### config.mk
export PLATFORM = sky130hd
export DESIGN_NAME = code_search_ctrl_flat
export DESIGN_NICKNAME = d
export VERILOG_FILES = /design/src/rtl/code_search_ctrl_if.sv /design/src/rtl/code_search_ctrl.sv /design/src/flat_wrapper.sv
export SDC_FILE = /design/constraint.sdc
export NUM_CORES = 1
export LEC_CHECK = 0
export BUFFER_PORTS_ARGS = -buffer_cell sky130_fd_sc_hd__buf_4
export CAP_MARGIN = 10
export CORE_AREA = 2 2 133 135
export CTS_CLUSTER_DIAMETER = 120
export DETAILED_ROUTE_END_ITERATION = 12
export DIE_AREA = 0 0 135 137
export PLACE_DENSITY = 0.73
export SYNTH_ARGS = -nofsm -noshare
export SYNTH_HDL_FRONTEND = slang
export SYNTH_SLANG_ARGS = --single-unit
### constraint.sdc
create_clock -name clk -period 3.7 [get_ports clk]
set_clock_uncertainty 0.15 [all_clocks]
set_input_delay 0.185 -clock clk [delete_from_list [all_inputs] [get_ports clk]]
set_output_delay 0.185 -clock clk [all_outputs]
set_load 0.02 [all_outputs]
### src/rtl/code_search_ctrl_if.sv
// Bus between the channel register block / correlator and code_search_ctrl.
// master: software registers + correlator side; slave: the search sequencer.
interface code_search_ctrl_if #(
   parameter int BIN_W   = 11,
   parameter int DWELL_W = 8,
   parameter int MAG_W   = 24
);
   // Search set-up and control
   logic                       start;
   logic                       abort;
   logic [9:0]                 prn_key_in;
   logic [10:0]                step;
   logic [BIN_W-1:0]           num_bins;
   logic [DWELL_W-1:0]         dwell;
   logic [MAG_W+DWELL_W-1:0]   threshold;
   // Correlator dump results
   logic                       mag_valid;
   logic [MAG_W-1:0]           mag;
   // Code generator commands
   logic                       prn_key_enable;
   logic [9:0]                 prn_key;
   logic                       slew_enable;
   logic [10:0]                code_slew;
   // Status and result
   logic                       busy;
   logic                       done;
   logic                       hit;
   logic [BIN_W-1:0]           best_bin;
   logic [MAG_W+DWELL_W-1:0]   best_mag;

   modport master (
      output start, abort, prn_key_in, step, num_bins, dwell, threshold,
             mag_valid, mag,
      input  prn_key_enable, prn_key, slew_enable, code_slew,
             busy, done, hit, best_bin, best_mag
   );

   modport slave (
      input  start, abort, prn_key_in, step, num_bins, dwell, threshold,
             mag_valid, mag,
      output prn_key_enable, prn_key, slew_enable, code_slew,
             busy, done, hit, best_bin, best_mag
   );
endinterface

### src/rtl/code_search_ctrl.sv
// Acquisition code-phase search sequencer for one tracking channel.
// Loads the PRN key, then walks num_bins code-phase bins in half-chip slews,
// accumulating 'dwell' magnitudes per bin after two discarded dumps, and keeps
// the bin with the largest accumulated magnitude (ties keep the earlier bin).
// Optional feature macro: CODE_SEARCH_EARLY_EXIT_EN -- stop the search at the
// first bin whose accumulated magnitude exceeds threshold and raise hit.
module code_search_ctrl #(
   parameter int BIN_W   = 11,
   parameter int DWELL_W = 8,
   parameter int MAG_W   = 24
) (
   input logic               clk,
   input logic               rstn,
   code_search_ctrl_if.slave bus
);

   localparam int ACC_W = MAG_W + DWELL_W;

   typedef enum logic [2:0] {
      S_IDLE,
      S_LOAD,
      S_DISCARD,
      S_DWELL,
      S_EVAL,
      S_SLEW,
      S_DONE
   } state_t;

   state_t               state_q, state_d;
   logic [9:0]           prn_key_q, prn_key_d;
   logic [10:0]          code_slew_q, code_slew_d;
   logic [BIN_W-1:0]     num_bins_q, num_bins_d;
   logic [DWELL_W-1:0]   dwell_q, dwell_d;
   logic [BIN_W-1:0]     bin_q, bin_d;
   logic [ACC_W-1:0]     acc_q, acc_d;
   logic [DWELL_W-1:0]   dwell_cnt_q, dwell_cnt_d;
   logic [1:0]           disc_q, disc_d;
   logic [BIN_W-1:0]     best_bin_q, best_bin_d;
   logic [ACC_W-1:0]     best_mag_q, best_mag_d;
   logic [BIN_W-1:0]     last_bin;

`ifdef CODE_SEARCH_EARLY_EXIT_EN
   logic                 hit_q, hit_d;
`else
   logic                 unused_threshold;
   assign unused_threshold = ^bus.threshold;
`endif

   assign last_bin = num_bins_q - BIN_W'(1);

   // Next-state and datapath updates; abort overrides every other transition
   always_comb begin
      state_d     = state_q;
      prn_key_d   = prn_key_q;
      code_slew_d = code_slew_q;
      num_bins_d  = num_bins_q;
      dwell_d     = dwell_q;
      bin_d       = bin_q;
      acc_d       = acc_q;
      dwell_cnt_d = dwell_cnt_q;
      disc_d      = disc_q;
      best_bin_d  = best_bin_q;
      best_mag_d  = best_mag_q;
`ifdef CODE_SEARCH_EARLY_EXIT_EN
      hit_d       = hit_q;
`endif

      if (bus.abort && (state_q != S_IDLE)) begin
         // Everything else freezes so best_bin/best_mag keep partial results
         state_d = S_IDLE;
      end else begin
         case (state_q)
            S_IDLE: begin
               if (bus.start && !bus.abort) begin
                  prn_key_d   = bus.prn_key_in;
                  code_slew_d = bus.step;
                  num_bins_d  = (bus.num_bins == '0) ? BIN_W'(1) : bus.num_bins;
                  dwell_d     = (bus.dwell == '0) ? DWELL_W'(1) : bus.dwell;
                  bin_d       = '0;
                  acc_d       = '0;
                  dwell_cnt_d = '0;
                  best_bin_d  = '0;
                  best_mag_d  = '0;
`ifdef CODE_SEARCH_EARLY_EXIT_EN
                  hit_d       = 1'b0;
`endif
                  state_d     = S_LOAD;
               end
            end

            S_LOAD: begin
               disc_d  = 2'd2;
               state_d = S_DISCARD;
            end

            S_DISCARD: begin
               if (bus.mag_valid) begin
                  if (disc_q == 2'd1) begin
                     disc_d      = '0;
                     acc_d       = '0;
                     dwell_cnt_d = '0;
                     state_d     = S_DWELL;
                  end else begin
                     disc_d = disc_q - 2'd1;
                  end
               end
            end

            S_DWELL: begin
               if (bus.mag_valid) begin
                  acc_d       = acc_q + ACC_W'(bus.mag);
                  dwell_cnt_d = dwell_cnt_q + DWELL_W'(1);
                  if (dwell_cnt_d == dwell_q) begin
                     state_d = S_EVAL;
                  end
               end
            end

            S_EVAL: begin
               if ((bin_q == '0) || (acc_q > best_mag_q)) begin
                  best_bin_d = bin_q;
                  best_mag_d = acc_q;
               end
               if (bin_q == last_bin) begin
                  state_d = S_DONE;
               end else begin
                  state_d = S_SLEW;
               end
`ifdef CODE_SEARCH_EARLY_EXIT_EN
               // Threshold crossing wins over the normal best/next-bin choice
               if (acc_q > bus.threshold) begin
                  hit_d      = 1'b1;
                  best_bin_d = bin_q;
                  best_mag_d = acc_q;
                  state_d    = S_DONE;
               end
`endif
            end

            S_SLEW: begin
               bin_d   = bin_q + BIN_W'(1);
               disc_d  = 2'd2;
               state_d = S_DISCARD;
            end

            S_DONE: begin
               state_d = S_IDLE;
            end

            default: begin
               state_d = S_IDLE;
            end
         endcase
      end
   end

   // State and datapath registers
   always_ff @(posedge clk or negedge rstn) begin
      if (!rstn) begin
         state_q     <= S_IDLE;
         prn_key_q   <= '0;
         code_slew_q <= '0;
         num_bins_q  <= '0;
         dwell_q     <= '0;
         bin_q       <= '0;
         acc_q       <= '0;
         dwell_cnt_q <= '0;
         disc_q      <= '0;
         best_bin_q  <= '0;
         best_mag_q  <= '0;
`ifdef CODE_SEARCH_EARLY_EXIT_EN
         hit_q       <= 1'b0;
`endif
      end else begin
         state_q     <= state_d;
         prn_key_q   <= prn_key_d;
         code_slew_q <= code_slew_d;
         num_bins_q  <= num_bins_d;
         dwell_q     <= dwell_d;
         bin_q       <= bin_d;
         acc_q       <= acc_d;
         dwell_cnt_q <= dwell_cnt_d;
         disc_q      <= disc_d;
         best_bin_q  <= best_bin_d;
         best_mag_q  <= best_mag_d;
`ifdef CODE_SEARCH_EARLY_EXIT_EN
         hit_q       <= hit_d;
`endif
      end
   end

   assign bus.prn_key_enable = (state_q == S_LOAD);
   assign bus.prn_key        = prn_key_q;
   assign bus.slew_enable    = (state_q == S_SLEW);
   assign bus.code_slew      = code_slew_q;
   assign bus.busy           = (state_q != S_IDLE);
   assign bus.done           = (state_q == S_DONE);
   assign bus.best_bin       = best_bin_q;
   assign bus.best_mag       = best_mag_q;
`ifdef CODE_SEARCH_EARLY_EXIT_EN
   assign bus.hit            = hit_q;
`else
   assign bus.hit            = 1'b0;
`endif

endmodule

### src/flat_wrapper.sv
// flat-port wrapper written by rule: the top's interface ports become plain ports
module code_search_ctrl_flat 
#(
   parameter int BIN_W   = 11,
   parameter int DWELL_W = 8,
   parameter int MAG_W   = 24
)
  (clk, rstn, bus_start, bus_abort, bus_prn_key_in, bus_step, bus_num_bins, bus_dwell, bus_threshold, bus_mag_valid, bus_mag, bus_prn_key_enable, bus_prn_key, bus_slew_enable, bus_code_slew, bus_busy, bus_done, bus_hit, bus_best_bin, bus_best_mag);
  code_search_ctrl_if #(.BIN_W(BIN_W), .DWELL_W(DWELL_W), .MAG_W(MAG_W)) bus_i ();
  input logic clk;
  input logic rstn;
  input wire logic [$bits(bus_i.start)-1:0] bus_start;
  input wire logic [$bits(bus_i.abort)-1:0] bus_abort;
  input wire logic [$bits(bus_i.prn_key_in)-1:0] bus_prn_key_in;
  input wire logic [$bits(bus_i.step)-1:0] bus_step;
  input wire logic [$bits(bus_i.num_bins)-1:0] bus_num_bins;
  input wire logic [$bits(bus_i.dwell)-1:0] bus_dwell;
  input wire logic [$bits(bus_i.threshold)-1:0] bus_threshold;
  input wire logic [$bits(bus_i.mag_valid)-1:0] bus_mag_valid;
  input wire logic [$bits(bus_i.mag)-1:0] bus_mag;
  output wire logic [$bits(bus_i.prn_key_enable)-1:0] bus_prn_key_enable;
  output wire logic [$bits(bus_i.prn_key)-1:0] bus_prn_key;
  output wire logic [$bits(bus_i.slew_enable)-1:0] bus_slew_enable;
  output wire logic [$bits(bus_i.code_slew)-1:0] bus_code_slew;
  output wire logic [$bits(bus_i.busy)-1:0] bus_busy;
  output wire logic [$bits(bus_i.done)-1:0] bus_done;
  output wire logic [$bits(bus_i.hit)-1:0] bus_hit;
  output wire logic [$bits(bus_i.best_bin)-1:0] bus_best_bin;
  output wire logic [$bits(bus_i.best_mag)-1:0] bus_best_mag;
  assign bus_i.start = bus_start;
  assign bus_i.abort = bus_abort;
  assign bus_i.prn_key_in = bus_prn_key_in;
  assign bus_i.step = bus_step;
  assign bus_i.num_bins = bus_num_bins;
  assign bus_i.dwell = bus_dwell;
  assign bus_i.threshold = bus_threshold;
  assign bus_i.mag_valid = bus_mag_valid;
  assign bus_i.mag = bus_mag;
  assign bus_prn_key_enable = bus_i.prn_key_enable;
  assign bus_prn_key = bus_i.prn_key;
  assign bus_slew_enable = bus_i.slew_enable;
  assign bus_code_slew = bus_i.code_slew;
  assign bus_busy = bus_i.busy;
  assign bus_done = bus_i.done;
  assign bus_hit = bus_i.hit;
  assign bus_best_bin = bus_i.best_bin;
  assign bus_best_mag = bus_i.best_mag;
  code_search_ctrl #(.BIN_W(BIN_W), .DWELL_W(DWELL_W), .MAG_W(MAG_W)) u_core (.clk(clk), .rstn(rstn), .bus(bus_i));
endmodule
# Word-level counts from Yosys, hierarchy flattened
# Index checks and enable logic that the tools add are counted.
# totals
regBits	139
in_bits	101
out_inout_bits	69
elab_cells	86
# classes
add_sub_neg	5
magnitude_cmp	1
eq_ne	19
mux	29
n_bitwise	1
reduce_logical	20
# op_table
operator	n
2-to-1 mux 32 bit	5
one-hot mux 32 bit (3 select lines)	1
one-hot mux 32 bit (2 select lines)	1
one-hot mux 11 bit (2 select lines)	2
2-to-1 mux 8 bit	5
2-to-1 mux 11 bit	3
adder 32 x 24 -> 32 bit	1
> comparator 32 bit	1
one-hot mux 8 bit (3 select lines)	1
logical NOT 11 bit	2
2-to-1 mux 3 bit	6
one-hot mux 3 bit (5 select lines)	1
adder 11 x 1 -> 11 bit, second input constant	1
equality test 11 bit	1
subtractor 11 x 1 -> 11 bit, second input constant	1
equality test 3 bit, second input constant	3
inequality test 3 x 1 -> 1 bit, second input constant	3
AND reduction 3 bit	3
adder 8 x 1 -> 8 bit, second input constant	1
equality test 8 bit	1
logical NOT 8 bit	1
equality test 3 x 2 -> 1 bit, second input constant	2
2-to-1 mux 2 bit	3
inequality test 2 x 1 -> 1 bit, second input constant	3
other kinds (17)	23

# Logic depth before layout (Yosys ltp)
# Gate-level depths: netlist (run 1).
# depth
depth_word	6
depth_mapped	12
ltp_nobuf	10

# Worst setup path before layout (run 1)
# Ideal clock, no wire load.
# synth_timing
path_kind	flip-flop to flip-flop
startpoint	register u_core.best_mag_q[23], in the netlist u_core.bus.best_mag[23]
endpoint	register u_core.best_bin_q[10], in the netlist u_core.bus.best_bin[10]
setup_ns	0.122
arrival_time_ns	2.469
required_time_ns	3.428
setup_slack_ns	0.960
stages_incl_launch_ff	13
n_path_buf	2
synth_period_minus_slack_ns	2.740
cell_sequence	dfrtp_1 -> inv_1 -> ha_1 -> nand4_1 -> nor3_1 -> nand2_1 -> nor3_1 -> o31a_1 -> nor3b_2 -> or3b_1 -> clkbuf_1 -> buf_2 -> a32o_1
# synth_between
elab_chain_cells	4
# synth_lines
element	line_no	text
from (decl)	code_search_ctrl.sv:39	logic [ACC_W-1:0] best_mag_q, best_mag_d;
from (signal assigned)	code_search_ctrl.sv:185	best_mag_q <= best_mag_d;
> comparator 32 bit	code_search_ctrl.sv:120	if ((bin_q == '0) || (acc_q > best_mag_q)) begin
logical OR 1 bit	code_search_ctrl.sv:120	
inequality test 2 x 1 -> 1 bit (no line)	--	
AND reduction 4 bit (no line)	--	
to (signal assigned)	code_search_ctrl.sv:184	best_bin_q <= best_bin_d;
to (decl)	code_search_ctrl.sv:38	logic [BIN_W-1:0] best_bin_q, best_bin_d;
# No other way between the ends.
# A chain may end at the register's enable or synchronous reset.

# Worst setup path in the final report (run 1)
# layout_timing
startpoint	register u_core.acc_q[29]
endpoint	register u_core.best_mag_q[11], in the netlist u_core.bus.best_mag[11]
# layout_between
elab_chain_cells	4
# layout_lines
element	line_no	text
from (decl)	code_search_ctrl.sv:35	logic [ACC_W-1:0] acc_q, acc_d;
from (signal assigned)	code_search_ctrl.sv:166	acc_q <= '0;
from (signal assigned)	code_search_ctrl.sv:181	acc_q <= acc_d;
> comparator 32 bit	code_search_ctrl.sv:120	
logical OR 1 bit	code_search_ctrl.sv:120	
inequality test 2 x 1 -> 1 bit (no line)	--	
AND reduction 4 bit (no line)	--	
# No other way between the ends.

==> flow_summary_export.csv, run 1 <==
group,metric,value,unit
min_path,min_to,"u_core.acc_q[1]$_DFFE_PN0P_",
yosys,synthTopCellsByArea,"dfrtp_1, ha_1, nand2_1",
sta,rsz0062_at_grt,"false",
floorplan,row_count,48,
sta,tightest_slew,1.10,ns
detailed_routing,wire_per_inst,16.0,µm
yosys,avgSynthCellArea,9.02,µm²
placed_design,hpwl,14.7,mm
yosys,synth_top_area_share,41.6,%
yosys,synth_warnings,0,
final_layout,area_growth,26.5,%
global_routing,grtUsageTotal,23.6,%
detailed_routing,first_pass_iters,5,
min_path,whs_path_depth,4,
sta,fin_setup_tns,0,ns
final_layout,nets,1255,
setup_path,crit_path_start_kind,"register",
floorplan,coreArea,17100,µm²
yosys,syn_area,8360,µm²
global_routing,grt_pass1_vias,7056,
clock_tree,cts_sinks,139,
power,cellLeakagePower,5.17,nW
global_routing,grt_start_max_net_pins,93,
power,pwr-share-seq,32.2,%
setup_path,crit_required,3.86,ns
detailed_routing,drtAntennaViolNets,0,
power,power_per_cell_area,623,nW/µm²
min_path,worst_hold_path_type,"in2reg",
detailed_routing,drtIter0Drc,429,
sta,fin_ws,0.423,ns
placed_design,io_buffers,136,
detailed_routing,viasPerCell,5.60,
clock_tree,cts_setup_buffers,0,
yosys,synth_edf_count,0,
power,cell_internal_pwr,3.89,mW
floorplan,dieArea,18500,µm²
yosys,seq_area_frac_synth,41.6,%
yosys,yosysTopAreaCell,"dfrtp_1",
sta,fin_crit_sh,88.6,%
sta,setup_viol,0,
power,power_frac_comb,43.2,%
sta,fin_crit,3.28,ns
floorplan,dieHeight,137,µm
yosys,synthTopCellsByCount,"nand2_1, dfrtp_1, o21ai_0, ha_1, inv_1",
clock_tree,cts_tree,"yes",
detailed_routing,drc,0,
setup_path,reg2reg_from,"u_core.acc_q[29]$_DFFE_PN0P_",
sta,finalHoldViolCount,0,
placed_design,place_ws,0.451,ns
sta,maxSlewViolCount,0,
status,run_status,"finished, final reports clean",
global_routing,grt_overflow,0,
setup_path,r2r-end,"u_core.bus.best_mag[11]$_DFFE_PN0P_",
sta,relSlewSlack,26.9,%
final_layout,layout-drive-gt1-share,17.9,%
detailed_routing,wirelength,21.3,mm
clock_tree,htreeDepth,4,
yosys,syn_inst,927,
placed_design,globalplace.congestion,0.826,
setup_path,critPathCaptureType,"register",
final_layout,stdcell_area,10600,µm²
yosys,synthArstFlopShare,100,%
setup_path,r2r_slack,0.42,ns
setup_path,worstSetupPathType,"reg2reg",
power,p_clk_share,24.5,%
yosys,ys_types,71,
floorplan,die_x,135,µm
min_path,hold_start,"bus_mag[1]",
final_layout,num_antenna_cells,0,
final_layout,final_core_util,62.0,%
yosys,ys_ff_latch,139,
floorplan,initial_core_util,49.0,%
placed_design,placed_area,9600,µm²
clock_tree,clk_latency,0.43,ns
global_routing,grt_antenna_before_repair,0,
floorplan,io_pins,170,
job,max_cap_violations,0,
yosys,yosysMostFrequentCell,"nand2_1",
power,p_switching,2.70,mW
clock_tree,cts_made_buffers,17,
clock_tree,cts_buffer_depth,2,
power,swShare,41.0,%
sta,fmax,0.305,GHz
clock_tree,path_clk_slew,0.06,ns
global_routing,grt_pass1_wl,34.9,mm
detailed_routing,num_vias,7448,
clock_tree,cts_root_buf,"clkbuf_16",
setup_path,arrival,3.44,ns
setup_path,r2r_cells,10,
sta,fin_hold_ws,0.0340,ns
setup_path,worstPathMaxFanout,23,
power,peakVddDrop,0.370,mV
yosys,synth_fp_nets,1090,
yosys,ys.flop_type,"dfrtp_1",
through the flow:
stage	total power [mW]	cells
2_1_floorplan	4.07	927
3_3_place_gp	4.86	1255
3_5_place_dp	4.92	1255
4_1_cts	6.61	1330
5_1_grt	7.03	1330
6_report	6.59	1330
flip-flops by register name (all words and copies together) (netlist names):
register / count
u_core.state_q: 3
u_core.bus.best_bin: 11
u_core.bin_q: 11
u_core.bus.code_slew: 11
u_core.dwell_q: 8
u_core.num_bins_q: 11
u_core.acc_q: 32
u_core.bus.prn_key: 10
u_core.dwell_cnt_q: 8
u_core.bus.best_mag: 32
u_core.disc_q: 2
worst max-delay path by stage:
stage                                           to                                 from
2_1_floorplan  u_core.bus.best_bin[10]$_DFFE_PN0P_  u_core.bus.best_mag[23]$_DFFE_PN0P_
3_3_place_gp   u_core.bus.best_mag[10]$_DFFE_PN0P_         u_core.acc_q[30]$_DFFE_PN0P_
3_5_place_dp   u_core.bus.best_mag[11]$_DFFE_PN0P_         u_core.acc_q[30]$_DFFE_PN0P_
4_1_cts        u_core.bus.best_mag[28]$_DFFE_PN0P_         u_core.acc_q[30]$_DFFE_PN0P_
5_1_grt        u_core.bus.best_mag[11]$_DFFE_PN0P_         u_core.acc_q[29]$_DFFE_PN0P_
6_report       u_core.bus.best_mag[11]$_DFFE_PN0P_         u_core.acc_q[29]$_DFFE_PN0P_
power by group through the flow:
stage	logic (mW)	clock network, mW	registers [mW]
2_1_floorplan	1.88	0	2.19
3_3_place_gp	2.73	0	2.13
3_5_place_dp	2.78	0	2.14
4_1_cts	2.85	1.64	2.12
5_1_grt	3.16	1.70	2.17
6_report	2.85	1.62	2.12
worst max-delay path, stage by stage (launching register included):
cell	delay, ns
dfrtp_1	0.44
ha_1	0.30
nand3_1	0.14
nor3_1	0.35
nand2_1	0.09
nor3_1	0.43
o31a_1	0.27
nor3b_2	0.07
or3b_1	0.38
buf_4	0.24
a32o_1	0.29
timing repair:
item / CTS / global route
hold endpoints to repair: 134 / 0
resized for setup: 0 / 0
hold buffers: 43 / 0
kinds of logic (layout without fill, tap and decap cells):
family | after synthesis | count (layout) | share of synthesized area, %
AOI/OAI and AO/OA | 231 | 231 | 19.5
xor gates and xnor gates | 44 | 44 | 4.61
muxes | 4 | 4 | 0.494
and+or+nand+nor | 351 | 351 | 19.9
DFF | 139 | 139 | 41.6
other | 1 | 1 | 0.0448
buffers and inverters | 95 | 273 | 4.58
adders and majority gates | 62 | 62 | 9.36
layout by cell type, fill, tap and decap left out, drive strengths merged, types with 22 or more instances in the layout:
master,count
nor2,45
ha,61
buf,151
a32o,44
dfrtp,139
inv,49
o21ai,67
a21oi,33
nand2,180
a21o,23
dlygate4sd3,43
xor2,24
nand3,22
routing by layer:
layer	vias up	track usage (%)	routed length, µm
li1	3656	-	-
met1	3583	32.2	9570
met2	178	38.0	10300
met3	31	4.81	1090
met4	0	7.64	361
met5	-	0	0
layout make-up:
class | instances | area, µm²
Inverter | 47 | 176
Clock inverter | 13 | 121
Clock buffer | 19 | 433
Tap cell | 225 | 282
Timing Repair Buffer | 194 | 1580
Fill cell | 1467 | 6470
Multi-Input combinational cell | 693 | 4510
Sequential cell | 139 | 3480
(Power assumes the default switching activity.)
==> run 2, diff against run 1 <==
--- a/config.mk
+++ b/config.mk
@@ -7,11 +7,11 @@
 export LEC_CHECK = 0
 export BUFFER_PORTS_ARGS = -buffer_cell sky130_fd_sc_hd__buf_4
 export CAP_MARGIN = 10
-export CORE_AREA = 2 2 133 135
+export CORE_AREA = 2 2 126 128
 export CTS_CLUSTER_DIAMETER = 120
 export DETAILED_ROUTE_END_ITERATION = 12
-export DIE_AREA = 0 0 135 137
-export PLACE_DENSITY = 0.73
+export DIE_AREA = 0 0 128 130
+export PLACE_DENSITY = 0.8
 export SYNTH_ARGS = -nofsm -noshare
 export SYNTH_HDL_FRONTEND = slang
 export SYNTH_SLANG_ARGS = --single-unit
==> run 2 against run 1 <==
Effect of this change:
- non-clock buffer count is the same
- worst hold slack got worse by 0.0088 ns
- final area is essentially flat
- highest routed layer unchanged
- final cell count down 2.5%
- clock-buffer cell count grew 1
- power increased by 2.3%
==> flow_summary_export.csv, run 2 (synthesized netlist as in run 1, its figures left out) <==
group,metric,value,unit
sta,fin_crit,3.42,ns
power,power_frac_comb,42.8,%
clock_tree,cts_resized,0,
sta,fin_setup_tns,0,ns
global_routing,grt_start_max_net_pins,100,
final_layout,fillers,1172,
placed_design,hpwl,14.8,mm
clock_tree,cts.hold.buffers_added,43,
sta,relSlewSlack,34.0,%
detailed_routing,viasPerCell,5.90,
clock_tree,clk_latency,0.43,ns
sta,tightest_slew,0.989,ns
global_routing,grt_antenna_before_repair,0,
global_routing,grt_pass1_wl,36.0,mm
min_path,whs_path_depth,4,
power,peakVddDrop,0.458,mV
final_layout,nets,1255,
detailed_routing,drtIter0Drc,482,
clock_tree,cts_setup_buffers,0,
setup_path,critPathCaptureType,"register",
clock_tree,cts_sinks,139,
floorplan,coreArea,15400,µm²
final_layout,num_antenna_cells,0,
setup_path,worstPathMaxFanout,20,
clock_tree,cts_made_buffers,17,
final_layout,area_growth,26.4,%
sta,fin_crit_sh,92.6,%
clock_tree,cts_root_buf,"clkbuf_16",
sta,fmax,0.292,GHz
sta,maxSlewViolCount,0,
setup_path,r2r_cells,10,
sta,finalHoldViolCount,0,
clock_tree,htreeDepth,4,
power,p_clk_share,25.4,%
power,swShare,41.0,%
floorplan,io_pins,170,
detailed_routing,wire_per_inst,17.2,µm
placed_design,io_buffers,136,
setup_path,worstSetupPathType,"reg2reg",
final_layout,multi_input_area,4510,µm²
detailed_routing,num_vias,7650,
final_layout,seq_area,3480,µm²
setup_path,crit_path_start_kind,"register",
power,cell_internal_pwr,3.98,mW
power,pwr-share-seq,31.8,%
power,p_switching,2.77,mW
final_layout,mostFrequentLayoutCells,"nand2_1, buf_4, dfrtp_1",
global_routing,grt_overflow,0,
floorplan,initial_core_util,54.2,%
detailed_routing,drtAntennaViolNets,0,
job,max_cap_violations,0,
clock_tree,cts_buffer_depth,2,
placed_design,placed_area,9550,µm²
clock_tree,path_clk_slew,0.06,ns
final_layout,final_common_cell,"nand2_1",
sta,rsz0062_at_grt,"false",
setup_path,arrival,3.64,ns
floorplan,dieArea,16600,µm²
setup_path,crit_required,3.91,ns
detailed_routing,drc,0,
placed_design,globalplace.congestion,0.877,
sta,setup_viol,0,
final_layout,layout-drive-gt1-share,17.8,%
global_routing,grtUsageTotal,27.1,%
final_layout,stdcell_area,10600,µm²
detailed_routing,wirelength,22.4,mm
power,cellLeakagePower,5.18,nW
power,power_per_cell_area,638,nW/µm²
clock_tree,cts_tree,"yes",
floorplan,row_count,46,
global_routing,grt_pass1_vias,7512,
min_path,worst_hold_path_type,"in2reg",
floorplan,dieHeight,130,µm
status,run_status,"finished, final reports clean",
floorplan,die_x,128,µm
detailed_routing,first_pass_iters,5,
run 2: cell count changes in the layout (fill, tap and decap cells not counted):
| cell | previous run | this run |
|---|---|---|
| bufinv_16 | 1 | 2 |
| clkinv_2 | 3 | 1 |
| inv_6 | 2 | 3 |
| and3b_2 | 1 | 0 |
| clkinvlp_4 | 2 | 3 |
| clkbuf_8 | 0 | 1 |
| and3b_1 | 1 | 2 |
| clkinv_4 | 5 | 3 |
run 2: worst max-delay path, cell delays in order, from the launching register on:
cell,delay (ns)
dfrtp_1,0.44
ha_1,0.33
nand4_1,0.13
nor3_1,0.31
o21ai_0,0.15
a31oi_1,0.27
o21ai_0,0.21
nor3b_2,0.23
o22ai_2,0.54
buf_4,0.41
a32o_1,0.17
run 2: cell type report:
cell class              count  area share (%)
flip-flops and latches    139            32.9
well taps                 192            2.27
clock inverters            12            1.33
inverters                  47            1.67
clock buffers              20            4.23
multi-input cells         693            42.7
repair buffers            194            14.9
run 2: stage by stage:
step	std cells	power (mW)	utilization, %	hold WS, ns	setup WS (ns)
2_1_floorplan	927	4.07	-	-0.261	0.960
3_3_place_gp	1222	4.84	61.9	0.202	0.436
3_5_place_dp	1222	4.92	61.9	0.206	0.405
5_1_grt	1297	7.16	68.5	0.0368	0.0401
6_report	1297	6.75	68.5	0.0252	0.275
4_1_cts	1297	6.69	68.5	0.0166	0.391
run 2: power groups by stage:
stage | Combinational, mW | Clock [mW] | Sequential (mW)
after floorplan | 1.88 | 0 | 2.19
after global placement | 2.70 | 0 | 2.13
after detailed placement | 2.77 | 0 | 2.14
after CTS | 2.83 | 1.73 | 2.12
after global routing | 3.18 | 1.79 | 2.19
final | 2.88 | 1.71 | 2.15
run 2: path summary, 6_finish.rpt:
path	startpoint	to	slack (ns)
setup / recovery	u_core.acc_q[19]$_DFFE_PN0P_	u_core.bus.best_mag[16]$_DFFE_PN0P_	0.28
hold / removal	bus_mag[1]	u_core.acc_q[1]$_DFFE_PN0P_	0.03
setup reg to reg	u_core.acc_q[19]$_DFFE_PN0P_	u_core.bus.best_mag[16]$_DFFE_PN0P_	0.28
hold reg to reg	u_core.bus.prn_key[2]$_DFFE_PN0P_	u_core.bus.prn_key[2]$_DFFE_PN0P_	0.33
max in group asynchronous	rstn	u_core.acc_q[22]$_DFFE_PN0P_	2.35
min in group asynchronous	rstn	u_core.bus.best_mag[5]$_DFFE_PN0P_	0.31
run 2: layer usage:
| layer | track usage [%] | vias up | routed length, µm |
|---|---|---|---|
| met5 | 0 | - | 0 |
| met4 | 9.70 | 0 | 549 |
| met3 | 6.72 | 46 | 1260 |
| met2 | 45.8 | 220 | 11000 |
| met1 | 34.2 | 3720 | 9510 |
| li1 | - | 3664 | - |
==> run 3, diff against run 2 <==
--- a/config.mk
+++ b/config.mk
@@ -5,12 +5,13 @@
 export SDC_FILE = /design/constraint.sdc
 export NUM_CORES = 1
 export LEC_CHECK = 0
+export ABC_AREA = 1
 export BUFFER_PORTS_ARGS = -buffer_cell sky130_fd_sc_hd__buf_4
 export CAP_MARGIN = 10
-export CORE_AREA = 2 2 126 128
+export CORE_AREA = 2 2 129 131
 export CTS_CLUSTER_DIAMETER = 120
 export DETAILED_ROUTE_END_ITERATION = 12
-export DIE_AREA = 0 0 128 130
+export DIE_AREA = 0 0 131 133
 export PLACE_DENSITY = 0.8
 export SYNTH_ARGS = -nofsm -noshare
 export SYNTH_HDL_FRONTEND = slang
==> run 3 against run 2 <==
Effect of this change:
- fmax increased by 9.9%
- clock power fell by 2%
- utilization is 0.29 points higher
- final area increased by 5.3%
- sequential cell count unchanged
- area after synthesis rose by 7.0%
- wire length grew 8.5%
- worst hold slack improved by 0.014 ns
- non-clock buffer count shrank 7
- die area is 4.7% higher
==> flow_summary_export.csv, run 3 <==
group,metric,value,unit
detailed_routing,drtIter0Drc,654,
final_layout,fillers,1340,
detailed_routing,drc,0,
setup_path,worstSetupPathType,"reg2reg",
yosys,ys_types,43,
clock_tree,cts_tree,"yes",
yosys,synthTopCellsByArea,"dfrtp_1, nand2_1, ha_1",
clock_tree,cts_sinks,139,
sta,relSlewSlack,27.7,%
sta,rsz0062_at_grt,"false",
clock_tree,cts_buffer_depth,2,
yosys,synthArstFlopShare,100,%
floorplan,row_count,47,
global_routing,grt_start_max_net_pins,112,
yosys,yosysTopAreaCell,"dfrtp_1",
global_routing,grtUsageTotal,28.8,%
yosys,syn_area,8950,µm²
yosys,synthTopCellsByCount,"nand2_1, dfrtp_1, inv_1, nor2_1, nand3_1",
clock_tree,path_clk_slew,0.06,ns
clock_tree,htreeDepth,4,
power,power_per_cell_area,695,nW/µm²
detailed_routing,drtAntennaViolNets,0,
setup_path,worstPathMaxFanout,43,
final_layout,layout-drive-gt1-share,13.8,%
yosys,seq_area_frac_synth,38.8,%
yosys,synth_fp_nets,1415,
yosys,synth_warnings,0,
floorplan,initial_core_util,55.4,%
yosys,ys_ff_latch,139,
final_layout,mostFrequentLayoutCells,"nand2_1, buf_4, dfrtp_1",
clock_tree,clk_latency,0.43,ns
floorplan,die_x,131,µm
detailed_routing,first_pass_iters,6,
yosys,synth_top_area_share,38.8,%
clock_tree,cts_root_buf,"clkbuf_16",
sta,maxSlewViolCount,0,
status,run_status,"finished, final reports clean",
final_layout,final_common_cell,"nand2_1",
floorplan,dieArea,17400,µm²
global_routing,grt_overflow,0,
power,peakVddDrop,0.479,mV
final_layout,num_antenna_cells,0,
global_routing,grt_pass1_vias,8653,
sta,finalHoldViolCount,0,
detailed_routing,wirelength,24.3,mm
global_routing,grt_antenna_before_repair,0,
sta,fin_setup_tns,0,ns
sta,setup_viol,0,
sta,fin_crit_sh,84.3,%
detailed_routing,num_vias,8898,
yosys,avgSynthCellArea,7.15,µm²
sta,fin_crit,3.12,ns
global_routing,grt_pass1_wl,39.8,mm
setup_path,crit_path_start_kind,"register",
setup_path,arrival,3.28,ns
floorplan,dieHeight,133,µm
yosys,synth_edf_count,0,
min_path,worst_hold_path_type,"in2reg",
yosys,ys.flop_type,"dfrtp_1",
job,max_cap_violations,0,
clock_tree,cts_setup_buffers,0,
yosys,yosysMostFrequentCell,"nand2_1",
floorplan,coreArea,16200,µm²
setup_path,crit_required,3.87,ns
yosys,syn_inst,1252,
detailed_routing,viasPerCell,5.37,
sta,tightest_slew,1.08,ns
clock_tree,cts_made_buffers,17,
clock_tree,cts_resized,0,
power,cellLeakagePower,5.81,nW
detailed_routing,wire_per_inst,14.6,µm
floorplan,io_pins,170,
placed_design,placed_cells,1583,
power,finalPower,7.74,mW
placed_design,globalplace.congestion,0.936,
final_layout,area_growth,24.3,%
placed_design,hpwl,16.6,mm
setup_path,critPathCaptureType,"register",
sta,fmax,0.321,GHz
placed_design,io_buffers,136,
final_layout,nets,1588,
final_layout,fin_cells,1657,
-- run 3: final timing paths --
path	start	endpoint	slack, ns	cells after the start
max	u_core.acc_q[29]$_DFFE_PN0P_	u_core.bus.best_bin[3]$_DFFE_PN0P_	0.58	12
min	bus_mag[1]	u_core.acc_q[1]$_DFFE_PN0P_	0.04	4
max reg2reg	u_core.acc_q[29]$_DFFE_PN0P_	u_core.bus.best_bin[3]$_DFFE_PN0P_	0.58	12
min reg2reg	u_core.bus.best_bin[2]$_DFFE_PN0P_	u_core.bus.best_bin[2]$_DFFE_PN0P_	0.33	2
max in group asynchronous	rstn	u_core.num_bins_q[7]$_DFFE_PN0P_	2.20	3
min in group asynchronous	rstn	u_core.acc_q[8]$_DFFE_PN0P_	0.25	2
-- run 3: cell families (layout without fill, tap and decap cells) --
kind of cell	count (synthesis)	in the layout	synth area share (%)
compound gates	181	181	11.1
xor+xnor	14	14	1.52
fa+ha+maj	62	62	8.75
buf+inv	177	362	8.08
flops	139	139	38.8
other cells	1	1	0.0419
simple gates	678	678	31.7
-- run 3: per-layer routing --
metal	up-vias	GRT usage, %	share of wire, %
met5	-	0	0
met4	0	10.9	2.9
met3	61	6.19	5.1
met2	268	49.3	50
met1	4171	35.2	42
li1	4398	-	-
-- run 3: power by group --
group / switching, mW / leakage, nW / internal (mW)
clock network: 0.669 / 0.268 / 1.00
registers: 0.354 / 1.87 / 1.91
logic: 2.44 / 3.67 / 1.36
total: 3.47 / 5.81 / 4.27
-- run 3: repair_timing --
item | 4_1_cts | 5_1_grt
hold buffers | 43 | 0
endpoints found under the hold margin | 152 | 0
endpoints found under the setup margin | 0 | 0
-- run 3: worst max-delay path: stages (launching register included) --
cell,delay (ns)
dfrtp_1,0.44
ha_1,0.32
nand2_1,0.05
nor2_1,0.14
nand2_1,0.11
nor4_1,0.46
nand2_1,0.10
nand2_1,0.08
nand2_1,0.06
nand2_2,0.35
nand2_4,0.45
nand2_1,0.19
nand2_1,0.08
-- run 3: final cells by class --
cell class	count	area [µm²]	share of cell area, %
clock buffer	20	447	4.01
sequential	139	3480	31.2
tap	220	275	2.47
timing repair buffer	187	1520	13.6
clock inverter	11	123	1.10
multi-input combinational	936	4750	42.7
inverter	144	541	4.86
-- run 3: metrics by stage --
step | worst slack, ns | hold slack, ns | instance area [µm²] | utilization [%]
after floorplan | 1.54 | -0.261 | 8950 | -
after global placement | 0.702 | 0.229 | 10100 | 62.6
after detailed placement | 0.616 | 0.233 | 10100 | 62.6
after CTS | 0.598 | 0.0272 | 11100 | 68.8
after global routing | 0.386 | 0.0516 | 11100 | 68.8
final | 0.583 | 0.0392 | 11100 | 68.8
